File: src/rtl/irrigation_zone_ctrl.sv
// Multi-zone irrigation controller: dawn detection on a rising light crossing,
// round-robin grant of one valve at a time, long/short watering durations.
module irrigation_zone_ctrl #(
  parameter int unsigned NUM_ZONES  = 4,
  parameter int unsigned M_WIDTH    = 8,
  parameter int unsigned L_WIDTH    = 8,
  parameter int unsigned T_WIDTH    = 8,
  parameter int unsigned GAP_CYCLES = 4
) (
  input  logic                         clk,
  input  logic                         rst,
  input  logic [NUM_ZONES*M_WIDTH-1:0] m_sense,
  input  logic [L_WIDTH-1:0]           l_sense,
  input  logic [M_WIDTH-1:0]           m_thresh_1,
  input  logic [M_WIDTH-1:0]           m_thresh_2,
  input  logic [L_WIDTH-1:0]           l_thresh,
  input  logic [T_WIDTH-1:0]           water_time_short,
  input  logic [T_WIDTH-1:0]           water_time_long,
  input  logic [T_WIDTH-1:0]           dawn_timebox,
  input  logic [NUM_ZONES-1:0]         zone_en,
  output logic [NUM_ZONES-1:0]         water_toggle,
  output logic [$clog2(NUM_ZONES)-1:0] active_zone,
  output logic                         busy,
  output logic                         dawn_active
);

  localparam int unsigned Z_WIDTH = $clog2(NUM_ZONES);
  localparam logic [T_WIDTH-1:0] GAP_LAST = T_WIDTH'(GAP_CYCLES - 1);

  typedef enum logic [1:0] {STANDBY, DAWN, WATER, GAP} state_t;

  state_t               state;
  logic [L_WIDTH-1:0]   light_prev;
  logic [T_WIDTH-1:0]   dawn_cnt;
  logic [T_WIDTH-1:0]   water_cnt;
  logic [T_WIDTH-1:0]   gap_cnt;
  logic [T_WIDTH-1:0]   dur;
  logic [Z_WIDTH-1:0]   rr_ptr;
  logic [NUM_ZONES-1:0] served_mask;

  logic                 dawn_edge;
  logic                 dawn_close;
  logic                 dawn_over;
  logic                 grant;
  logic [T_WIDTH:0]     dawn_cnt_inc;
  logic [NUM_ZONES-1:0] sev;
  logic [NUM_ZONES-1:0] mild;
  logic [NUM_ZONES-1:0] req;
  logic [NUM_ZONES-1:0] winner_oh;
  logic [Z_WIDTH-1:0]   winner;
  logic [Z_WIDTH-1:0]   rr_next;

  // Dawn edge and window bookkeeping
  always_comb begin
    dawn_edge    = (l_sense >= l_thresh) && !(light_prev >= l_thresh);
    dawn_cnt_inc = {1'b0, dawn_cnt} + (T_WIDTH+1)'(1);
    dawn_close   = dawn_active && (dawn_cnt_inc >= {1'b0, dawn_timebox});
    dawn_over    = !dawn_edge && (!dawn_active || dawn_close);
  end

  // Per-zone severe / mild requests
  always_comb begin
    sev  = '0;
    mild = '0;
    for (int unsigned i = 0; i < NUM_ZONES; i++) begin
      sev[i]  = zone_en[i] && (m_sense[i*M_WIDTH +: M_WIDTH] < m_thresh_2);
      mild[i] = zone_en[i] && (m_sense[i*M_WIDTH +: M_WIDTH] < m_thresh_1) &&
                dawn_active && !served_mask[i];
    end
    req = sev | mild;
  end

  // Round-robin search starting at rr_ptr, wrapping around
  always_comb begin : arb
    int unsigned idx;
    logic        found;
    idx    = 0;
    found  = 1'b0;
    winner = '0;
    for (int unsigned k = 0; k < NUM_ZONES; k++) begin
      idx = (32'(rr_ptr) + k) % NUM_ZONES;
      if (!found && req[Z_WIDTH'(idx)]) begin
        found  = 1'b1;
        winner = Z_WIDTH'(idx);
      end
    end
    winner_oh         = '0;
    winner_oh[winner] = 1'b1;
    rr_next           = Z_WIDTH'((32'(winner) + 1) % NUM_ZONES);
    grant             = (|req) && (((state == STANDBY) && !dawn_edge) || (state == DAWN));
  end

  always_ff @(posedge clk) begin
    if (rst) begin
      state        <= STANDBY;
      water_toggle <= '0;
      active_zone  <= '0;
      busy         <= 1'b0;
      dawn_active  <= 1'b0;
      rr_ptr       <= '0;
      served_mask  <= '0;
      dawn_cnt     <= '0;
      water_cnt    <= '0;
      gap_cnt      <= '0;
      dur          <= '0;
      // All-ones so a light level already above threshold is not a dawn edge
      light_prev   <= '1;
    end else begin
      light_prev <= l_sense;

      if (dawn_edge) begin
        dawn_cnt    <= '0;
        dawn_active <= 1'b1;
      end else if (dawn_active) begin
        if (dawn_cnt != '1) dawn_cnt <= dawn_cnt + T_WIDTH'(1);
        if (dawn_close) dawn_active <= 1'b0;
      end

      // A grant on the dawn edge still counts as served in the new window
      served_mask <= (served_mask & {NUM_ZONES{!dawn_edge}}) | (winner_oh & {NUM_ZONES{grant}});

      if (grant) begin
        state        <= WATER;
        active_zone  <= winner;
        water_toggle <= winner_oh;
        busy         <= 1'b1;
        dur          <= sev[winner] ? water_time_long : water_time_short;
        water_cnt    <= T_WIDTH'(1);
        rr_ptr       <= rr_next;
      end else begin
        case (state)
          STANDBY: begin
            if (dawn_edge) state <= DAWN;
          end
          DAWN: begin
            if (dawn_over) state <= STANDBY;
          end
          WATER: begin
            water_cnt <= water_cnt + T_WIDTH'(1);
            if ((water_cnt >= dur) || !zone_en[active_zone]) begin
              water_toggle <= '0;
              gap_cnt      <= '0;
              state        <= GAP;
            end
          end
          GAP: begin
            gap_cnt <= gap_cnt + T_WIDTH'(1);
            if (gap_cnt >= GAP_LAST) begin
              busy        <= 1'b0;
              active_zone <= '0;
              state       <= (dawn_active || dawn_edge) ? DAWN : STANDBY;
            end
          end
          default: state <= STANDBY;
        endcase
      end
    end
  end

endmodule

File: config.mk
export PLATFORM = sky130hd
export DESIGN_NAME = irrigation_zone_ctrl
export DESIGN_NICKNAME = d
export VERILOG_FILES = /design/src/rtl/irrigation_zone_ctrl.sv
export SDC_FILE = /design/constraint.sdc
export NUM_CORES = 1
export LEC_CHECK = 0
export BUFFER_PORTS_ARGS = -buffer_cell sky130_fd_sc_hd__buf_2
export CAP_MARGIN = 20
export CORE_AREA = 2 2 92 94
export DETAILED_ROUTE_END_ITERATION = 6
export DIE_AREA = 0 0 94 96
export HOLD_SLACK_MARGIN = 0.1
export PLACE_DENSITY_LB_ADDON = 0.1
export SLEW_MARGIN = 10
export SYNTH_ARGS = -nofsm -noshare
export SYNTH_HDL_FRONTEND = slang
export SYNTH_SLANG_ARGS = --single-unit
File: constraint.sdc
create_clock -name clk -period 9.2 [get_ports clk]
set_input_delay 2.76 -clock clk [delete_from_list [all_inputs] [get_ports clk]]
set_output_delay 2.76 -clock clk [all_outputs]
set_load 0.005 [all_outputs]
==> results.toml <==
[critical_path]
critPathMaxStageDelay_ps = 530
r2r_start = "dawn_active"
r2r_setup_slack_ps = 6100
path_buf_inv = 2
crit_path_end_kind = "flop"
arrival_ps = 5850
cp_slowest_cell = "nor3b_4"
critPathMaxFanout = 15
start_kind = "input pin"
crit_path_cell_trace = "buf_2 -> inv_1 -> ha_1 -> and4_1 -> a2111oi_0 -> o31ai_1 -> o221ai_2 -> nor3_1 -> a21oi_2 -> nor3b_4 -> a211oi_1 -> o221a_1"
crit_type = "in -> reg"
crit_family = "compound AO/OA/AOI/OAI gates"
required_ps = 9410
rr_worst_depth = 8
r2r-end = "dur[0]"

[clock_tree]
cts_setup_buffers = 0
cts.sinks = 56
cts.repair.resized = 0
ctsRootBufferMaster = "clkbuf_8"
cts_hold_buf = 0
cts_tree = "built"
clockBufferDepth = 2
numCtsBuffers = 5
path_clk_slew_ps = 110
cts_max_level = 2
clk_latency_ps = 310

[global_routing]
grt_pass1_wl_um = 18800
grt_pass1_vias = 4302
grt_max_degree = 43
grt_overflow = 0
antenna_found_initial = 0
grt.total_usage_pct = 25.7

[synthesis]
yosys_register_bits = 56
syn-num-nets = 748
yosysSeqAreaShare_pct = 23.6
ys_warn_count = 0
syn-instance-count = 559
synth_enable_flop_cells = 0
yosysMostFrequentCell = "ha_1"
avgSynthCellArea_um2 = 8.49
synth_commonest_cells = "ha_1, dfxtp_1, inv_1"
ys.flop_type = "dfxtp_1"
synth_top_area_share_pct = 25.1
synth.area.top_cells = "ha_1, dfxtp_1, a21oi_1, inv_1, nor2_1"
netlist_area_um2 = 4740
synth_cell_type_count = 62
yosys.area.top_type = "ha_1"
async_reset_ff_share_pct = 0

[power]
peakVddDrop_v = 0.0000852
leakage_uw = 0.00262
p_seq_share_pct = 41.5
power.density_nw_per_um2 = 130
p_sw_share_pct = 36.9
power_frac_comb_pct = 39.5
p_sw_uw = 259
finalPower_uw = 702
clkPwrFrac_pct = 18.9
power.internal_uw = 443

[run_status]
status = "finished clean"

[drt]
vias = 4368
drt-initial-drc-count = 166
routed_wl_um = 11200
viasPerCell = 5.76
drtPass1Iterations = 4
antenna_left = 0
wire_per_inst_um = 14.8
drc_errors = 0

[floorplanning]
io-pin-count = 102
die_h_um = 96
chipWidth_um = 94
fp.dieArea_um2 = 9020
rows = 33
start_util_pct = 58.9
core-area_um2 = 8050

[place]
numPortBuffers = 101
place_inst = 750
place_ws_ps = 3260
hpwl_um = 9420
routabilityCongestion = 0.825

[sta]
fin_worst_skew_ps = 13.0
worst_slack_ps = 3570
max_slew_margin_pct = 51.3
tightest_slew_ps = 731
hold_viol = 0
finalSetupTns_ps = 0
setup_viol = 0
slew_viol_final = 0
period_needed_ps = 5630
period_share_pct = 61.2
rsz0062_at_grt = "no"
maxClockFrequency_ghz = 0.177

[hold_path]
min_delay_path_depth = 2
hold_class = "reg -> reg"
hold_end = "served_mask[0]"
worstHoldStart = "served_mask[0]"

[final_layout]
drive_gt1_share_pct = 20.8
area_delta_synth_final_pct = 13.8
n_antenna_cell = 0
fillers = 726
final_cells = 758
nets = 841

[run]
drv_cap = 0
routing by layer:
layer,GRT usage [%],share of wire [%],up-vias
li1,-,-,2218
met1,32.3,46,2030
met2,46.3,48,97
met3,3.37,3.9,23
met4,7.13,2.0,0
met5,0,0,-
power groups by stage:
| stage | combinational (uW) | clock [uW] | sequential (uW) |
|---|---|---|---|
| 2_1_floorplan | 206 | 0 | 285 |
| 5_1_grt | 316 | 145 | 296 |
| 3_5_place_dp | 277 | 0 | 297 |
| 6_report | 277 | 133 | 292 |
| 4_1_cts | 278 | 136 | 292 |
| 3_3_place_gp | 264 | 0 | 297 |
registers in the layout, indices dropped and copies added, names as in the netlist:
register      flops
dawn_active       1
light_prev        8
busy              1
state             2
rr_ptr            2
dawn_cnt          8
water_toggle      4
active_zone       2
gap_cnt           8
dur               8
served_mask       4
water_cnt         8
worst max path at each step:
| stage | from | slack (ps) | endpoint | depth (start not counted) |
|---|---|---|---|---|
| CTS | m_thresh_2[6] | 3590 | dur[0] | 12 |
| global placement | m_thresh_2[6] | 3450 | dur[6] | 12 |
| global route | m_thresh_2[6] | 3280 | dur[1] | 12 |
| finish | m_thresh_2[6] | 3570 | dur[0] | 12 |
| floorplan | m_thresh_2[6] | 4080 | dur[0] | 12 |
| detailed placement | m_thresh_2[6] | 3260 | dur[0] | 12 |
cells by family after synthesis:
| group | Yosys count | share of synthesized area, % |
|---|---|---|
| xor+xnor | 16 | 2.95 |
| compound gates | 144 | 21.4 |
| buf+inv | 65 | 5.43 |
| flops | 56 | 23.6 |
| mux | 13 | 3.01 |
| fa+ha+maj | 95 | 25.1 |
| simple gates | 170 | 18.5 |
through the flow:
step	util, %	hold slack, ps	cell area (um2)
final	67.0	464	5400
after global routing	67.0	492	5400
after CTS	67.0	465	5400
after detailed placement	66.0	450	5310
after global placement	66.0	448	5310
after floorplan	-	436	4740
worst min-delay path, cell delays in order, from the launching register on:
cell and delay (ps):
dfxtp_1 320, nand2_1 50, a21oi_1 50
final cells by class:
type                       count  area (um2)  share of cell area, %
sequential                    56        1120                   20.8
inverter                      50         188                   3.48
clock inverter                 3        18.8                  0.348
clock buffer                   5        68.8                   1.27
tap                          105         131                   2.43
timing repair buffer         101         505                   9.36
multi-input combinational    438        3360                   62.3
layout by cell type, fill, tap and decap left out, types with 12 or more instances in the layout:
| cell | n |
|---|---|
| mux2i_1 | 12 |
| nand3_1 | 13 |
| a21oi_1 | 43 |
| buf_2 | 101 |
| nor2_1 | 46 |
| inv_1 | 49 |
| nand2_1 | 40 |
| o21ai_0 | 26 |
| ha_1 | 95 |
| dfxtp_1 | 56 |
Note: power is estimated with default switching activity, not from simulation.
